## src/rtl/seg7_pkg.sv

```systemverilog
// Shared constants for the 7-segment scan driver: hex glyph table, all-off levels, scan states.
package seg7_pkg;

  localparam logic [6:0] SEG_OFF = 7'h7F;
  localparam logic       DP_OFF  = 1'b1;

  // Active-low {g,f,e,d,c,b,a}; entry [n] is the glyph for nibble n.
  localparam logic [15:0][6:0] SEG_TABLE = {
    7'h0E, 7'h06, 7'h21, 7'h46, 7'h03, 7'h08, 7'h10, 7'h00,
    7'h78, 7'h02, 7'h12, 7'h19, 7'h30, 7'h24, 7'h79, 7'h40
  };

  typedef enum logic {StGuard, StShow} scan_state_e;

endpackage

```

## src/rtl/seg7_hex_decode.sv

```systemverilog
// Combinational hex nibble to active-low 7-segment glyph.
module seg7_hex_decode
  import seg7_pkg::*;
(
  input  logic [3:0] nib_i,
  output logic [6:0] seg_o
);

  always_comb begin
    seg_o = SEG_TABLE[nib_i];
  end

endmodule

```

## src/rtl/seg7_scan_driver.sv

```systemverilog
// Multiplexed common-anode 7-segment driver with double-buffered digit data and
// an all-off guard window at the start of every digit slot.
module seg7_scan_driver
  import seg7_pkg::*;
#(
  parameter int unsigned NUM_DIGITS = 8,
  parameter int unsigned SCAN_DIV   = 100000,
  parameter int unsigned BLANK_CYC  = 2000
) (
  input  logic                    clk_i,
  input  logic                    rst_i,
  input  logic [4*NUM_DIGITS-1:0] data_i,
  input  logic [NUM_DIGITS-1:0]   dp_in_i,
  input  logic [NUM_DIGITS-1:0]   blank_i,
  input  logic                    load_i,
  output logic [NUM_DIGITS-1:0]   an_o,
  output logic [6:0]              seg_o,
  output logic                    dp_o,
  output logic                    frame_done_o
);

  localparam int unsigned CntW = (SCAN_DIV > 1) ? $clog2(SCAN_DIV) : 1;
  localparam int unsigned IdxW = (NUM_DIGITS > 1) ? $clog2(NUM_DIGITS) : 1;
  localparam int unsigned DW   = 4 * NUM_DIGITS;

  localparam logic [CntW-1:0]       CntLast  = CntW'(SCAN_DIV - 1);
  localparam logic [CntW-1:0]       CntBlank = CntW'(BLANK_CYC);
  localparam logic [IdxW-1:0]       IdxLast  = IdxW'(NUM_DIGITS - 1);
  localparam logic [NUM_DIGITS-1:0] AnOff    = '1;
  localparam logic [NUM_DIGITS-1:0] AnOne    = NUM_DIGITS'(1);

  logic [CntW-1:0]       cnt_q, cnt_d;
  logic [IdxW-1:0]       idx_q, idx_d;
  scan_state_e           state_q, state_d;
  logic [DW-1:0]         pend_data_q, shd_data_q;
  logic [NUM_DIGITS-1:0] pend_dp_q, shd_dp_q;
  logic [NUM_DIGITS-1:0] pend_blank_q, shd_blank_q;
  logic                  pend_valid_q;
  logic [NUM_DIGITS-1:0] an_q, an_d;
  logic [6:0]            seg_q, seg_d;
  logic                  dp_q, dp_d;
  logic                  fd_q;

  logic       slot_end, frame_end;
  logic [3:0] cur_nib;
  logic [6:0] cur_seg;

  assign slot_end  = (cnt_q == CntLast);
  assign frame_end = slot_end && (idx_q == IdxLast);
  assign cur_nib   = shd_data_q[{idx_q, 2'b00} +: 4];

  seg7_hex_decode u_dec (
    .nib_i (cur_nib),
    .seg_o (cur_seg)
  );

  always_comb begin
    cnt_d = slot_end ? '0 : cnt_q + 1'b1;
    idx_d = idx_q;
    if (slot_end) begin
      idx_d = (idx_q == IdxLast) ? '0 : idx_q + 1'b1;
    end

    // With no guard window the reset-time GUARD state must clear on the first edge.
    if (BLANK_CYC == 0) begin
      state_d = StShow;
    end else if (cnt_d == '0) begin
      state_d = StGuard;
    end else if (cnt_d == CntBlank) begin
      state_d = StShow;
    end else begin
      state_d = state_q;
    end

    an_d  = AnOff;
    seg_d = SEG_OFF;
    dp_d  = DP_OFF;
    if (state_q == StShow && !shd_blank_q[idx_q]) begin
      an_d  = ~(AnOne << idx_q);
      seg_d = cur_seg;
      dp_d  = ~shd_dp_q[idx_q];
    end
  end

  always_ff @(posedge clk_i or posedge rst_i) begin
    if (rst_i) begin
      cnt_q        <= '0;
      idx_q        <= '0;
      state_q      <= StGuard;
      pend_data_q  <= '0;
      pend_dp_q    <= '0;
      pend_blank_q <= '0;
      pend_valid_q <= 1'b0;
      shd_data_q   <= '0;
      shd_dp_q     <= '0;
      shd_blank_q  <= '0;
      an_q         <= AnOff;
      seg_q        <= SEG_OFF;
      dp_q         <= DP_OFF;
      fd_q         <= 1'b0;
    end else begin
      cnt_q   <= cnt_d;
      idx_q   <= idx_d;
      state_q <= state_d;
      an_q    <= an_d;
      seg_q   <= seg_d;
      dp_q    <= dp_d;
      fd_q    <= frame_end;

      // Shadow only changes on the frame boundary; a load on that very cycle bypasses pending.
      if (load_i && frame_end) begin
        shd_data_q   <= data_i;
        shd_dp_q     <= dp_in_i;
        shd_blank_q  <= blank_i;
        pend_valid_q <= 1'b0;
      end else if (load_i) begin
        pend_data_q  <= data_i;
        pend_dp_q    <= dp_in_i;
        pend_blank_q <= blank_i;
        pend_valid_q <= 1'b1;
      end else if (frame_end && pend_valid_q) begin
        shd_data_q   <= pend_data_q;
        shd_dp_q     <= pend_dp_q;
        shd_blank_q  <= pend_blank_q;
        pend_valid_q <= 1'b0;
      end
    end
  end

  assign an_o         = an_q;
  assign seg_o        = seg_q;
  assign dp_o         = dp_q;
  assign frame_done_o = fd_q;

endmodule

```

## config.mk

```make
export PLATFORM = sky130hd
export DESIGN_NAME = seg7_scan_driver
export DESIGN_NICKNAME = d
export VERILOG_FILES = /design/src/rtl/seg7_pkg.sv /design/src/rtl/seg7_hex_decode.sv /design/src/rtl/seg7_scan_driver.sv
export SDC_FILE = /design/constraint.sdc
export NUM_CORES = 1
export LEC_CHECK = 0
export BUFFER_PORTS_ARGS = -buffer_cell sky130_fd_sc_hd__buf_4
export CAP_MARGIN = 5
export CORE_MARGIN = 5
export CORE_UTILIZATION = 43
export DETAILED_ROUTE_END_ITERATION = 8
export PLACE_DENSITY_LB_ADDON = 0.25
export SLEW_MARGIN = 25
export SYNTH_ARGS = -nofsm -noshare
export SYNTH_HDL_FRONTEND = slang
export SYNTH_HIERARCHICAL = 1
export SYNTH_SLANG_ARGS = --single-unit
```

## constraint.sdc

```tcl
create_clock -name clk_i -period 3.56 [get_ports clk_i]
set_input_delay 0.178 -clock clk_i [delete_from_list [all_inputs] [get_ports clk_i]]
set_output_delay 0.178 -clock clk_i [all_outputs]
set_load 0.1 [all_outputs]
```

# After elaboration in Yosys (flattened, before gate mapping)
# Memory sizes are Yosys's and may differ from the RTL's.
# Cells that the tools add are included.
# W data, S select, Z words.
[totals]
register_bits = 135
rom_bits = 112
inputBits = 51
output_inout_bits = 17
wordCells = 63
n_memories = 1
[op_classes]
addsub = 2
order_cmp = 2
n_eq_ne = 4
shifts = 2
muxes = 24
bitwise_logic = 3
n_reduce_logical = 11
[memory_table]
columns = ["memory", "words", "width", "read_ports", "rd_ports_with_merged_regs", "write_ports", "line_no", "text"]
rows = [
  ["(name not given)", 16, 7, 1, 0, 0, "seg7_hex_decode.sv:10", "seg_o = SEG_TABLE[nib_i];"],
]
[ops]
columns = ["operator", "count"]
rows = [
  ["$mux W32", 3],
  ["$mux W8", 7],
  ["$shiftx A32 B6 Y4", 1],
  ["$add A17 B1 Y17 const B", 1],
  ["$eq A17 B11 Y1 const B", 1],
  ["$eq A17 B17 Y1 const B", 1],
  ["$logic_not A17 Y1", 1],
  ["$mux W17", 1],
  ["$mux W7", 2],
  ["$mux W1", 8],
  ["$not A8 Y8", 1],
  ["$shl A1 B3 Y8 const A", 1],
  ["$bmux W1 S3", 2],
  ["$lt A4 B5 Y1 const B", 1],
  ["$logic_and A1 B1 Y1", 4],
  ["$lt A3 B4 Y1 const B", 1],
  ["$reduce_and A2 Y1", 2],
  ["$reduce_bool A2 Y1", 2],
  ["$add A3 B1 Y3 const B", 1],
  ["$eq A3 B3 Y1 const B", 1],
  ["$mux W3", 1],
  ["$reduce_bool A3 Y1", 1],
  ["$ne A2 B1 Y1 const B", 1],
  ["$not A1 Y1", 2],
  ["$logic_not A1 Y1", 1],
]

# Longest topological paths before layout
[depth]
word_depth = 6
ltp_mapped = 10
ltp_nobuf = 9

# By module
# The synthesis kept the hierarchy.
[modules_own_cells]
columns = ["module", "instances", "cells_each", "area_each_um2", "seq_area_each_um2"]
rows = [
  ["seg7_scan_driver", 1, 605, 6418.7, 3398.3],
  ["seg7_hex_decode", 1, 32, 275.3, 0.0],
]

# Worst setup path before layout
# No wires, ideal clock.
[synth_timing]
kind = "register to register"
start = "register idx_q[0]"
end = "register seg_q[3], in the netlist seg_o[3]"
setup_ps = 84
t_arrival_ps = 2798
required_ps = 3476
path_slack_ps = 678
stages_incl_launch_ff = 10
n_path_buf = 1
synth_period_minus_slack_ps = 2882
cell_sequence = "dfrtp_1 > buf_1 > mux4_2 > nand2_1 > nand2_1 > inv_1 > ha_1 > inv_1 > mux4_1 > or2_2"
[synth_between]
elab_cells_between_ends = 8
classes_between = "shift (1); mux (4); reduce/logical (2); memory (1)"
[synth_rtl]
columns = ["item", "line_no", "text"]
rows = [
  ["from (decl)", "seg7_scan_driver.sv:33", "logic [IdxW-1:0] idx_q, idx_d;"],
  ["from (signal assigned)", "seg7_scan_driver.sv:103", "idx_q <= idx_d;"],
  ["$shiftx A32 B6 Y4", "seg7_scan_driver.sv:50", "assign cur_nib = shd_data_q[{idx_q, 2'b00} +: 4];"],
  ["net cur_nib[0]", "seg7_scan_driver.sv:45", "logic [3:0] cur_nib;"],
  ["$mem_v2 Z16 W7", "n/a", ""],
  ["$mux W7 (implied by the code)", "seg7_hex_decode.sv:10", ""],
  ["net cur_seg[3]", "seg7_scan_driver.sv:46", "logic [6:0] cur_seg;"],
  ["$mux W7", "seg7_scan_driver.sv:78", "if (state_q == StShow && !shd_blank_q[idx_q]) begin"],
  ["net seg_d[3]", "seg7_scan_driver.sv:40", "logic [6:0] seg_q, seg_d;"],
  ["to (signal assigned)", "seg7_scan_driver.sv:106", "seg_q <= seg_d;"],
  ["to (decl)", "seg7_scan_driver.sv:40", ""],
]
# The timed path passes the listed nets, and every way through them passes these cells. The select of a mux whose other input is x is not followed.
# A chain may end at the register's enable or synchronous reset.

# Worst setup path in the final report
[layout_timing]
start = "register cnt_q[6]"
end = "register pend_data_q[16]"
[layout_between]
elab_chain_len = 5
[layout_rtl]
columns = ["item", "line_no", "text"]
rows = [
  ["from (decl)", "seg7_scan_driver.sv:32", "logic [CntW-1:0] cnt_q, cnt_d;"],
  ["from (signal assigned)", "seg7_scan_driver.sv:102", "cnt_q <= cnt_d;"],
  ["$eq A17 B17 Y1", "seg7_scan_driver.sv:48", "assign slot_end = (cnt_q == CntLast);"],
  ["$logic_and A1 B1 Y1", "seg7_scan_driver.sv:49", "assign frame_end = slot_end && (idx_q == IdxLast);"],
  ["$logic_and A1 B1 Y1", "seg7_scan_driver.sv:111", "if (load_i && frame_end) begin"],
  ["$not A1 Y1 (no source line)", "n/a", ""],
  ["$reduce_and A2 Y1 (no source line)", "n/a", ""],
  ["to (signal assigned)", "seg7_scan_driver.sv:117", "pend_data_q <= data_i;"],
  ["to (decl)", "seg7_scan_driver.sv:35", "logic [DW-1:0] pend_data_q, shd_data_q;"],
]
# Every way passes these cells.

==> results.toml <==
[power_and_ir_drop]
p_total_w = 0.00366
power_per_cell_area_nw_per_um2 = 439
p_leak_nw = 3.72
vdd_drop_max_v = 0.000306

[sta]
hold_violations = 0
fmaxAchievable_mhz = 340
hold_ws_ns = 0.0164
rsz0062_at_grt = "no"
max_slew_margin_pct = 43.2
setup_violations = 0
tns_ns = 0
finalCritPeriodShare_pct = 82.5
period_needed_ns = 2.94
skew_ns = 0.00744
slew_violations = 0
tightestPinTransition_ns = 0.851
worst_slack_ns = 0.623

[logic_synthesis]
synth_top_cell_area_share_pct = 44.5
syn_inst = 637
synth_flop_cell = "dfrtp_1"
synth_compound_area_share_pct = 12.2
synth_mux_area_share_pct = 13.6
synth_top_family_by_area = "multiplexers"
synth-simple-area-share_pct = 12.6
avgSynthCellArea_sq_um = 10.5
synth-seq-area-share_pct = 50.8
synth_edf_count = 0
syn-cell-area_sq_um = 6690
syn_nets = 702
synth-async-reset-ratio_pct = 100
synth_area_leaders = "dfrtp_1 (44%), mux2_2 (8.2%), dfstp_2 (6.3%)"
synth-seq-cells = 135
synth_fa_ha_area_share_pct = 2.62
yosysWarnings = 6
synth_xor_area_share_pct = 2.62
ys_types = 47
yosysTopAreaCell = "dfrtp_1"

[cells_and_area]
syn2layout_area_growth_pct = 24.8
layout_commonest_cell = "dfrtp_1"
post-route-util_pct = 54.8
final_cell_mix = "dfrtp_1 (119), buf_4 (77), nor2_1 (66)"
fin_nets = 793
fillCellCount = 1305
layout-drive-gt1-share_pct = 28.5
n_antenna_cell = 0

[clock_tree]
cts_tree = "done"
clock_path_buffers = 2
cts-htree-levels = 4
clkSinkCount = 135
clk_latency_ns = 0.42
postCtsSetupBuffers = 0
cts_root_buf = "clkbuf_16"
clk_pin_slew_ns = 0.06
numCtsBuffers = 17

[hold_path]
min-delay-start = "data_i[4]"
hold_path.class = "in -> reg"

[critical_path]
reg2reg_from = "cnt_q[6]"
r2r_cells = 6
cpPeakStageDelay_ns = 0.61
cp_data_required_time_ns = 3.86
endpoint = "pend_data_q[16]"
path_delay_family = "simple AND/OR/NAND/NOR gates"
startpoint = "cnt_q[6]"
crit_type = "reg -> reg"
path_cells = "or4_4 > nor4_4 > and2_2 > nand2b_2 > buf_4 > mux2_2"
worstPathMaxFanout = 11
end_kind = "flop"
r2r-end = "pend_data_q[16]"
setup.worst_path.start_class = "flop"
reg2reg_slack_ns = 0.62
critical_path_depth = 6
worstPathBufferInverterCount = 1
crit_slowest_cell = "or4_4"
critPathArrivalTime_ns = 3.23

[flow_run]
cap_violations = 0

[route]
antenna_left = 0
route.detailed.drc = 0
detail_route.wl_per_cell_um = 15.5
drt-vias-per-instance = 5.18
drt-initial-drc-count = 287
vias = 4936
wl_um = 14800
drt-pass1-iter-count = 4

[floorplan]
rows = 45
die_y_um = 135
start_util_pct = 43.9
die_x_um = 135
die-area_sq_um = 18200
ioPinCount = 68
core_area_sq_um = 15300

[run_status]
status = "finished, final reports clean"

[placement]
gp_congestion = 0.837
dp.final_hpwl_um = 10300
detailedPlace.worstSlack_ns = 0.669
port_buffers = 67

[global_routing]
antenna_found_initial = 0
grt_overflow = 0
grt_max_degree = 73
grt_pass1_wl_um = 25400
grt.total_usage_pct = 17.6
grt_pass1_vias = 5101
==> layer usage <==
metal / track usage [%] / wire length (um) / vias to the layer above
met4: 5.26 / 102 / 0
li1: - / - / 2408
met1: 24.3 / 6860 / 2416
met2: 27.7 / 7160 / 106
met3: 4.32 / 677 / 6
met5: 0 / 0 / -
==> how the worst min path moves through the flow <==
stage,to,slack (ns),cells past startpoint
after floorplan,pend_valid_q,0.31,2
after global placement,frame_done_o,0.39,2
after detailed placement,shd_data_q[1],0.39,2
after CTS,pend_data_q[4],0.0003,2
after global routing,pend_data_q[0],0.0006,2
final,pend_data_q[4],0.02,2
==> stage by stage <==
step           std cells  area (sq um)
2_1_floorplan        637          6700
3_3_place_gp         884          7390
3_5_place_dp         884          7390
4_1_cts              952          8350
5_1_grt              952          8350
6_report             952          8350
==> cell usage after synthesis (5+ instances only) <==
master and count:
o22ai_1 32, dfrtp_1 119, buf_1 5, nand4_1 6, o21ai_0 38, mux2i_1 6, a21oi_2 10, clkbuf_1 23
nand2_1 35, mux2_2 49, inv_1 39, ha_1 14, and2_1 5, mux4_2 12, nor2_1 66, xor2_1 9
xnor2_1 11, buf_2 9, or2_2 8, buf_6 6, nand3_1 35, a21oi_1 46, dfstp_2 16
==> what timing repair did <==
action | 4_1_cts | 5_1_grt
endpoints found under the setup margin | 0 | 0
hold endpoints to repair | 70 | 0
gates resized for setup | 0 | 0
hold buffers | 36 | 0
==> power by group <==
group | internal, W | total [W] | switching [W]
logic | 0.000142 | 0.000265 | 0.000123
registers | 0.00159 | 0.00162 | 0.0000261
clock network | 0.00116 | 0.00178 | 0.000626
total | 0.00289 | 0.00366 | 0.000775
==> registers in the layout, summed over array words and instances, names as in the netlist, 3 cells and up <==
name          cells
pend_data_q      32
shd_dp_q          8
seg_o             7
idx_q             3
cnt_q            17
an_o              8
shd_blank_q       8
pend_dp_q         8
shd_data_q       32
pend_blank_q      8
==> cells by family (layout without fill, tap and decap cells) <==
logic type	Yosys count	in the layout
XOR/XNOR	20	20
adder cells (fa/ha/maj)	14	14
AND/OR/NAND/NOR	177	177
AO/OA/AOI/OAI	139	139
buffers and inverters	84	188
multiplexers	68	68
flip-flops	135	135
==> layout make-up <==
cell class	instances	area [sq um]	share of cell area, %
Sequential cell	135	3400	40.7
Multi-Input combinational cell	418	2920	35.0
Timing Repair Buffer	117	1020	12.2
Clock buffer	25	485	5.81
Tap cell	211	264	3.16
Inverter	39	150	1.80
Clock inverter	7	118	1.41
Power figures use the tool's default switching activity.
